File: config.mk
export PLATFORM = sky130hd
export DESIGN_NAME = int_to_fp_flat
export DESIGN_NICKNAME = d
export VERILOG_FILES = /design/src/rtl/fp_pkg.sv /design/src/rtl/int_to_fp_if.sv /design/src/rtl/int_to_fp.sv /design/src/flat_wrapper.sv
export SDC_FILE = /design/constraint.sdc
export NUM_CORES = 1
export LEC_CHECK = 0
export CAP_MARGIN = 0
export CORE_UTILIZATION = 35
export CTS_CLUSTER_SIZE = 24
export DETAILED_ROUTE_END_ITERATION = 10
export PLACE_DENSITY_LB_ADDON = 0.08
export SLEW_MARGIN = 20
export SYNTH_ARGS = -nofsm -noshare
export SYNTH_HDL_FRONTEND = slang
export SYNTH_SLANG_ARGS = --single-unit
File: constraint.sdc
create_clock -name clk -period 3.3 [get_ports clk]
set_clock_uncertainty 0.15 [all_clocks]
set_input_delay 0.495 -clock clk [delete_from_list [all_inputs] [get_ports clk]]
set_output_delay 0.495 -clock clk [all_outputs]
set_load 0.03 [all_outputs]
File: src/rtl/fp_pkg.sv
`default_nettype none
// ============================================================================
//  Module      : fp_pkg
//  Description : Shared floating-point definitions for the fp adder and the
//                integer-to-fp converter.
//                - Exponent and fraction widths.
//                - Operand triple {sign, exp, frac}.
//                - Converter state encoding.
//  Revision    : 1.0  initial release
// ============================================================================
package fp_pkg;

    localparam int EXP_W  = 4;
    localparam int FRAC_W = 8;

    // Operand format consumed by the adder: value = 0.frac x 2^exp
    typedef struct packed {
        logic              sign;
        logic [EXP_W-1:0]  exp;
        logic [FRAC_W-1:0] frac;
    } fp_t;

    // Converter state encoding
    typedef enum logic [1:0] {
        IDLE  = 2'd0,
        SHIFT = 2'd1,
        DONE  = 2'd2
    } conv_state_t;

endpackage
`default_nettype wire

File: src/rtl/int_to_fp_if.sv
`default_nettype none
// ============================================================================
//  Module      : int_to_fp_if
//  Description : Handshake bundle between an integer producer and the
//                int_to_fp converter.
//                - Input side: in_valid / in_ready / in_data.
//                - Output side: out_valid / out_ready plus the fp triple and
//                  the overflow flag.
//  Revision    : 1.0  initial release
// ============================================================================
interface int_to_fp_if #(
    parameter int IN_W   = 16,
    parameter int EXP_W  = fp_pkg::EXP_W,
    parameter int FRAC_W = fp_pkg::FRAC_W
);
    import fp_pkg::*;

    logic              in_valid;
    logic              in_ready;
    logic [IN_W-1:0]   in_data;
    logic              out_valid;
    logic              out_ready;
    logic              sign_out;
    logic [EXP_W-1:0]  exp_out;
    logic [FRAC_W-1:0] frac_out;
    logic              ovf_out;

    // Producer / consumer side
    modport master (
        output in_valid, in_data, out_ready,
        input  in_ready, out_valid, sign_out, exp_out, frac_out, ovf_out
    );

    // Converter side
    modport slave (
        input  in_valid, in_data, out_ready,
        output in_ready, out_valid, sign_out, exp_out, frac_out, ovf_out
    );

endinterface
`default_nettype wire

File: src/rtl/int_to_fp.sv
`default_nettype none
// ============================================================================
//  Module      : int_to_fp
//  Description : Sequential signed-integer to floating-point converter.
//                - Takes the magnitude of the input.
//                - Normalizes it one left shift per cycle, decrementing the
//                  exponent counter alongside.
//                - Holds the truncated result until the consumer takes it.
//                - Magnitudes beyond the exponent range saturate and flag
//                  overflow.
//  Revision    : 1.0  initial release
// ============================================================================
module int_to_fp #(
    parameter int IN_W   = 16,
    parameter int EXP_W  = fp_pkg::EXP_W,
    parameter int FRAC_W = fp_pkg::FRAC_W
) (
    input  wire logic   clk,
    input  wire logic   reset,
    int_to_fp_if.slave  bus
);
    import fp_pkg::*;

    localparam int                c_cnt_w    = EXP_W + 1;
    localparam logic [c_cnt_w-1:0] c_cnt_init = c_cnt_w'(IN_W);
    localparam logic [c_cnt_w-1:0] c_exp_max  = c_cnt_w'((1 << EXP_W) - 1);

    conv_state_t       r_state;
    logic              r_sign_in;
    logic [IN_W-1:0]   r_mag;
    logic [c_cnt_w-1:0] r_cnt;
    logic              r_sign;
    logic [EXP_W-1:0]  r_exp;
    logic [FRAC_W-1:0] r_frac;
    logic              r_ovf;
    logic [IN_W-1:0]   w_in_mag;

    // Absolute value of the incoming integer; the most negative value maps to 2^(IN_W-1)
    always_comb begin
        w_in_mag = bus.in_data;
        if (bus.in_data[IN_W-1]) begin
            w_in_mag = ~bus.in_data + IN_W'(1);
        end
    end

    // Handshake flags come straight from state; in_ready is held low during reset
    assign bus.in_ready  = (r_state == IDLE) && !reset;
    assign bus.out_valid = (r_state == DONE);
    assign bus.sign_out  = r_sign;
    assign bus.exp_out   = r_exp;
    assign bus.frac_out  = r_frac;
    assign bus.ovf_out   = r_ovf;

    // Accept, normalize one bit per cycle, then hold the result until taken
    always_ff @(posedge clk) begin
        if (reset) begin
            r_state   <= IDLE;
            r_sign_in <= 1'b0;
            r_mag     <= '0;
            r_cnt     <= c_cnt_init;
            r_sign    <= 1'b0;
            r_exp     <= '0;
            r_frac    <= '0;
            r_ovf     <= 1'b0;
        end else begin
            case (r_state)
                IDLE: begin
                    if (bus.in_valid) begin
                        r_sign_in <= bus.in_data[IN_W-1];
                        r_mag     <= w_in_mag;
                        r_cnt     <= c_cnt_init;
                        r_state   <= SHIFT;
                    end
                end
                SHIFT: begin
                    if (r_mag == '0) begin
                        // Zero has no leading one: emit the all-zero encoding
                        r_sign  <= 1'b0;
                        r_exp   <= '0;
                        r_frac  <= '0;
                        r_ovf   <= 1'b0;
                        r_state <= DONE;
                    end else if (r_mag[IN_W-1]) begin
                        r_sign  <= r_sign_in;
                        r_state <= DONE;
                        if (r_cnt > c_exp_max) begin
                            // Exponent does not fit: saturate to the largest magnitude
                            r_exp  <= '1;
                            r_frac <= '1;
                            r_ovf  <= 1'b1;
                        end else begin
                            // Low bits below the fraction are dropped (truncation)
                            r_exp  <= r_cnt[EXP_W-1:0];
                            r_frac <= r_mag[IN_W-1 -: FRAC_W];
                            r_ovf  <= 1'b0;
                        end
                    end else begin
                        r_mag <= r_mag << 1;
                        r_cnt <= r_cnt - 1'b1;
                    end
                end
                DONE: begin
                    if (bus.out_ready) begin
                        r_state <= IDLE;
                    end
                end
                default: begin
                    r_state <= IDLE;
                end
            endcase
        end
    end

endmodule
`default_nettype wire

File: src/flat_wrapper.sv
// flat-port wrapper written by rule: the top's interface ports become plain ports
module int_to_fp_flat import fp_pkg::*;
#(
    parameter int IN_W   = 16,
    parameter int EXP_W  = fp_pkg::EXP_W,
    parameter int FRAC_W = fp_pkg::FRAC_W
)
  (clk, reset, bus_in_valid, bus_in_data, bus_out_ready, bus_in_ready, bus_out_valid, bus_sign_out, bus_exp_out, bus_frac_out, bus_ovf_out);
  int_to_fp_if #(.IN_W(IN_W), .EXP_W(EXP_W), .FRAC_W(FRAC_W)) bus_i ();
  input  wire logic clk;
  input  wire logic reset;
  input wire logic [$bits(bus_i.in_valid)-1:0] bus_in_valid;
  input wire logic [$bits(bus_i.in_data)-1:0] bus_in_data;
  input wire logic [$bits(bus_i.out_ready)-1:0] bus_out_ready;
  output wire logic [$bits(bus_i.in_ready)-1:0] bus_in_ready;
  output wire logic [$bits(bus_i.out_valid)-1:0] bus_out_valid;
  output wire logic [$bits(bus_i.sign_out)-1:0] bus_sign_out;
  output wire logic [$bits(bus_i.exp_out)-1:0] bus_exp_out;
  output wire logic [$bits(bus_i.frac_out)-1:0] bus_frac_out;
  output wire logic [$bits(bus_i.ovf_out)-1:0] bus_ovf_out;
  assign bus_i.in_valid = bus_in_valid;
  assign bus_i.in_data = bus_in_data;
  assign bus_i.out_ready = bus_out_ready;
  assign bus_in_ready = bus_i.in_ready;
  assign bus_out_valid = bus_i.out_valid;
  assign bus_sign_out = bus_i.sign_out;
  assign bus_exp_out = bus_i.exp_out;
  assign bus_frac_out = bus_i.frac_out;
  assign bus_ovf_out = bus_i.ovf_out;
  int_to_fp #(.IN_W(IN_W), .EXP_W(EXP_W), .FRAC_W(FRAC_W)) u_core (.clk(clk), .reset(reset), .bus(bus_i));
endmodule
== Word-level counts from Yosys, hierarchy flattened ==
Index checks and enable logic that the tools add are counted.

* Flip-flop bits (word level): 38
* Output and inout port bits: 16

* Magnitude comparators: 1
* Bitwise gates (word level): 1
* Reduce and logical (&&, ||, !) cells: 11
* Muxes and demuxes: 25
* Add/subtract/negate cells: 2
* Equal/unequal tests: 7

{| class="wikitable"
|+ Operators with widths
! kind !! count
|-
| two-way mux 16 bit || 4
|-
| case mux 16 bit (2 select lines) || 1
|-
| adder 16 x 1 -> 16 bit, second input constant || 1
|-
| logical NOT 16 bit || 1
|-
| two-way mux 8 bit || 2
|-
| NOT 16 bit || 1
|-
| two-way mux 5 bit || 3
|-
| two-way mux 4 bit || 3
|-
| case mux 5 bit (2 select lines) || 1
|-
| two-way mux 2 bit || 4
|-
| inequality test 2 bit, second input constant || 4
|-
| two-way mux 7 bit || 1
|-
| case mux 2 bit (3 select lines) || 1
|-
| AND reduction 3 bit || 2
|-
| greater-than comparator 5 x 4 -> 1 bit, second input constant || 1
|-
| two-way mux 1 bit || 5
|-
| subtractor 5 x 1 -> 5 bit, second input constant || 1
|-
| AND reduction 2 bit || 2
|-
| AND reduction 4 bit || 1
|-
| nonzero test 2 bit || 2
|-
| inequality test 3 x 1 -> 1 bit, second input constant || 1
|-
| == test 2 x 1 -> 1 bit, second input constant || 1
|-
| == test 2 bit, second input constant || 1
|-
| logical NOT 2 bit || 1
|-
| other kinds (2) || 2
|}

== Logic depth before layout (Yosys ltp) ==
* Depth in word-level cells: 5
* Depth in mapped cells: 8
* Depth with buffers taken out: 7

== Least setup slack after synthesis ==
OpenSTA, ideal clock, no wires.

* Path kind: input -> output
* From: input port reset
* To: output port bus_in_ready
* Required time: 2655 ps
* Stages: 3
* Path slack: 1109 ps
* Path buffers: 2
* Data arrival time: 1546 ps
* Cells stage by stage: clkbuf_1 > clkbuf_1 > nor3_1

* Cells in the longest elaborated chain, start to end: 2

{| class="wikitable"
|+ RTL lines
! item !! RTL line !! source
|-
| start: declaration || flat_wrapper.sv:11 || <nowiki>input wire logic reset;</nowiki>
|-
| logical NOT 1 bit || int_to_fp.sv:47 || <nowiki>assign bus.in_ready = (r_state == IDLE) && !reset;</nowiki>
|-
| logical AND 1 bit || int_to_fp.sv:47 ||
|-
| end: declaration || flat_wrapper.sv:15 || <nowiki>output wire logic [$bits(bus_i.in_ready)-1:0] bus_in_ready;</nowiki>
|}

Every way passes these cells.

== Final worst setup path ==
* From: input port bus_in_data[6]
* To: register u_core.r_mag[13]

* Cells in the longest elaborated chain, start to end: 5

{| class="wikitable"
|+ RTL lines
! item !! RTL line !! source
|-
| start: declaration || flat_wrapper.sv:13 || <nowiki>input wire logic [$bits(bus_i.in_data)-1:0] bus_in_data;</nowiki>
|-
| NOT 16 bit || int_to_fp.sv:42 || <nowiki>w_in_mag = ~bus.in_data + IN_W'(1);</nowiki>
|-
| adder 16 x 1 -> 16 bit || int_to_fp.sv:42 ||
|-
| two-way mux 16 bit || int_to_fp.sv:41 || <nowiki>if (bus.in_data[IN_W-1]) begin</nowiki>
|-
| two-way mux 16 bit || int_to_fp.sv:68 || <nowiki>if (bus.in_valid) begin</nowiki>
|-
| case mux 16 bit (2 select lines) || int_to_fp.sv:66 || <nowiki>case (r_state)</nowiki>
|-
| end signal: assignment || int_to_fp.sv:70 || <nowiki>r_mag <= w_in_mag;</nowiki>
|-
| end signal: assignment || int_to_fp.sv:98 || <nowiki>r_mag <= r_mag << 1;</nowiki>
|-
| end: declaration || int_to_fp.sv:30 || <nowiki>logic [IN_W-1:0] r_mag;</nowiki>
|}

Every way passes these cells. The select of a mux whose other input is x is not followed.
A chain may end at the register's enable or synchronous reset.

==> flow_summary_export.csv <==
group,metric,value,unit
power_and_ir_drop,p_switching,0.407,mW
detailed_routing,drt_iter0_drc,76,
sta,period_share,74.8,%
logic_synthesis,ys_seq_area_share,39.7,%
cells_and_area,register_area,761,um^2
logic_synthesis,synth_compound_area_share,25.7,%
logic_synthesis,synth_top_area_share,39.7,%
power_and_ir_drop,power.density,563,nW/um^2
detailed_routing,dr.pass1.iters,4,
detailed_routing,avgRoutedWirePerCell,13.4,um
clock_network,post_cts_buffers,0,
cells_and_area,final_area,2460,um^2
global_routing,antenna_found_initial,0,
sta,hold_slack,0.300,ns
cells_and_area,syn_to_final_growth,28.3,%
status,status,"completed",
logic_synthesis,syn_inst,234,
setup_path,arrival,2.49,ns
sta,finalWorstSetupSlack,0.832,ns
detailed_routing,drc,0,
logic_synthesis,syn_avg_cell_area,8.20,um^2
floorplanning,rows,26,
logic_synthesis,synthAdderAreaFrac,1.96,%
placement,dp_cells,326,
setup_path,path_buf_inv,1,
setup_path,slowest_delay,0.71,ns
worst_hold_path,hold_class,"register to register",
setup_path,worstReg2RegStart,"u_core.r_state[1]",
setup_path,crit_family,"simple AND/OR/NAND/NOR gates",
setup_path,crit_start,"bus_in_data[6]",
placement,dp_slack,0.504,ns
clock_network,root_buffer,"clkbuf_8",
sta,fin_setup_tns,0,ns
worst_hold_path,hold_start,"u_core.bus.exp_out[3]",
clock_network,ctsHtreeMaxLevel,2,
setup_path,cp.required,3.32,ns
clock_network,cts_max_path_buffers,2,
logic_synthesis,muxShareOfSynthArea,0.522,%
logic_synthesis,synth_ff_type,"dfxtp_1",
clock_network,postCtsHoldBufs,0,
power_and_ir_drop,power_frac_seq,40.3,%
power_and_ir_drop,power,1.39,mW
power_and_ir_drop,combPwrFrac,24.3,%
logic_synthesis,yosysMostFrequentCell,"dfxtp_1",
logic_synthesis,synth_commonest_cells,"38 x dfxtp_1, 30 x nand2_1, 24 x a21oi_1, 17 x o21ai_0, 14 x clkbuf_1",
power_and_ir_drop,p_leak,0.855,nW
power_and_ir_drop,p_int,0.979,mW
logic_synthesis,synthesis.area,1920,um^2
sta,setup_violations,0,
clock_network,tritoncts,"yes",
clock_network,cts_repair_resize_count,0,
logic_synthesis,yosysWarningCount,0,
logic_synthesis,synth_edf_count,0,
cells_and_area,antenna_cells,0,
logic_synthesis,syn-num-nets,257,
global_routing,gr-total-overflow,0,
detailed_routing,vias_per_cell,5.19,
sta,relSlewSlack,58.7,%
global_routing,grtUsageTotal,16.2,%
clock_network,clk_latency,0.29,ns
clock_network,cts_buffers,5,
logic_synthesis,synthSimpleGateAreaFrac,20.9,%
cells_and_area,finalCoreUtilization,47.3,%
setup_path,cp-end-kind,"register",
setup_path,crit_path_max_fanout,8,
setup_path,worst-setup-path-type,"input pin to register",
logic_synthesis,synth-seq-cells,38,
floorplanning,initial_utilization,36.9,%
clock_network,cts.clk_slew.worst_paths,0.08,ns
power_and_ir_drop,ir_worst_vdd,0.274,mV
sta,rsz0062_at_grt,"no",
global_routing,grt_pass1_vias,1494,
job,maxCapViolCount,0,
cells_and_area,drive_gt1_share,7.20,%
placement,placed_area,2320,um^2
cells_and_area,multi_input_area,1060,um^2
clock_network,cts.sinks,38,
logic_synthesis,synth-xor-area-share,6.39,%
floorplanning,die_w,76.0,um
setup_path,path_cells,"clkdlybuf4s50_1, or4_1, o41ai_2, xnor2_1, a221oi_2, nor3_1",
sta,worst_pin_slew,0.618,ns
floorplanning,ios,36,
logic_synthesis,synth_top_family_by_area,"compound AO/OA/AOI/OAI gates",
placement,finalWeightedCongestion,0.747,
logic_synthesis,ys_types,40,
cells_and_area,nFillCells,537,
logic_synthesis,synth.area.top_cells,"dfxtp_1 40%, a21oi_1 6.3%, xnor2_1 5.9%, nand2_1 5.9%, o21ai_0 4.4%",
global_routing,grt_pass1_wl,7420,um
setup_path,start_kind,"input pin",
detailed_routing,via_count,1733,
sta,drv_slew,0,
logic_synthesis,synth_async_sr_flop_share,0,%
floorplanning,core_area,5200,um^2
placement,portBuffers,35,
global_routing,grt_max_degree,38,
detailed_routing,ant_nets,0,
sta,fin_crit,2.47,ns
sta,max_freq,0.405,GHz
cells_and_area,layout.nets,286,
floorplanning,die_area,5780,um^2
sta,hold_viol,0,
cells_and_area,final_cells,334,
power_and_ir_drop,switching_share,29.4,%
detailed_routing,totalWireLength,4470,um
floorplanning,fp.dieH,76.0,um
logic_synthesis,yosysTopAreaCell,"dfxtp_1",
power_and_ir_drop,clock_power_share,35.4,%
setup_path,critPathSlowestCell,"or4_1",
placement,dp_hpwl,3160,um
[routing by layer]
layer | wire length (um) | part of all wire (%) | vias up | track usage [%]
met4 | 80 | 1.8 | 0 | 6.92
met2 | 1880 | 42 | 51 | 23.8
li1 | - | - | 902 | -
met5 | 0 | 0 | - | 0
met3 | 247 | 5.5 | 5 | 4.31
met1 | 2260 | 51 | 775 | 22.3
[cells in the final DEF (no fill, tap or decap), types with 2 or more instances in the layout]
| cell type | instances |
|---|---|
| a222oi_1 | 2 |
| ha_1 | 3 |
| xnor2_1 | 13 |
| o21ai_0 | 17 |
| nor4_1 | 6 |
| inv_1 | 7 |
| nand2_1 | 30 |
| bufinv_16 | 2 |
| nor2_1 | 10 |
| a31oi_1 | 3 |
| buf_4 | 4 |
| o31ai_1 | 5 |
| or3_1 | 5 |
| nor2b_1 | 3 |
| a21o_1 | 2 |
| clkbuf_8 | 6 |
| dfxtp_1 | 38 |
| nor3_1 | 9 |
| nand2b_1 | 2 |
| a21oi_1 | 24 |
| clkdlybuf4s50_1 | 35 |
| and2_1 | 2 |
| or4_1 | 3 |
| a22oi_1 | 6 |
| nand3_1 | 3 |
| a211o_1 | 2 |
| a221oi_1 | 3 |
| nand4_1 | 2 |
| o41ai_2 | 3 |
| a221oi_2 | 2 |
[logic make-up after synthesis]
family / Yosys count
flip-flops: 38
buffers and inverters: 24
multiplexers: 1
XOR/XNOR: 14
AO/OA/AOI/OAI: 73
adder cells (fa/ha/maj): 3
AND/OR/NAND/NOR: 81
[final cells by class]
type	instances	area share (%)
multi-input cells	172	43.2
flip-flops and latches	38	30.9
repair buffers	39	15.5
well taps	70	3.56
clock buffers	6	3.36
clock inverters	2	2.44
inverters	7	1.07
[path summary, 6_finish.rpt]
path / cells after the start / endpoint / slack [ns]
max: 6 / u_core.r_mag[13] / 0.83
min reg2reg: 2 / u_core.bus.exp_out[3] / 0.30
min: 2 / u_core.bus.exp_out[3] / 0.30
max reg2reg: 6 / u_core.r_cnt[3] / 1.03
[worst min-delay path: stages, from the launching register on]
cell	delay (ns)
dfxtp_1	0.31
nand2_1	0.05
a21oi_1	0.05
[sequential cells by signal, indices dropped and copies added (netlist names)]
signal               cells
u_core.r_state           2
u_core.bus.exp_out       4
u_core.r_cnt             5
u_core.bus.sign_out      1
u_core.r_mag            16
u_core.bus.frac_out      8
u_core.bus.ovf_out       1
u_core.r_sign_in         1
[power by group through the flow]
stage | clock network [mW] | logic, mW | registers [mW]
floorplan | 0 | 0.215 | 0.576
global placement | 0 | 0.337 | 0.568
detailed placement | 0 | 0.339 | 0.569
CTS | 0.505 | 0.340 | 0.558
global route | 0.523 | 0.376 | 0.567
finish | 0.491 | 0.337 | 0.559
(Power assumes the default switching activity.)
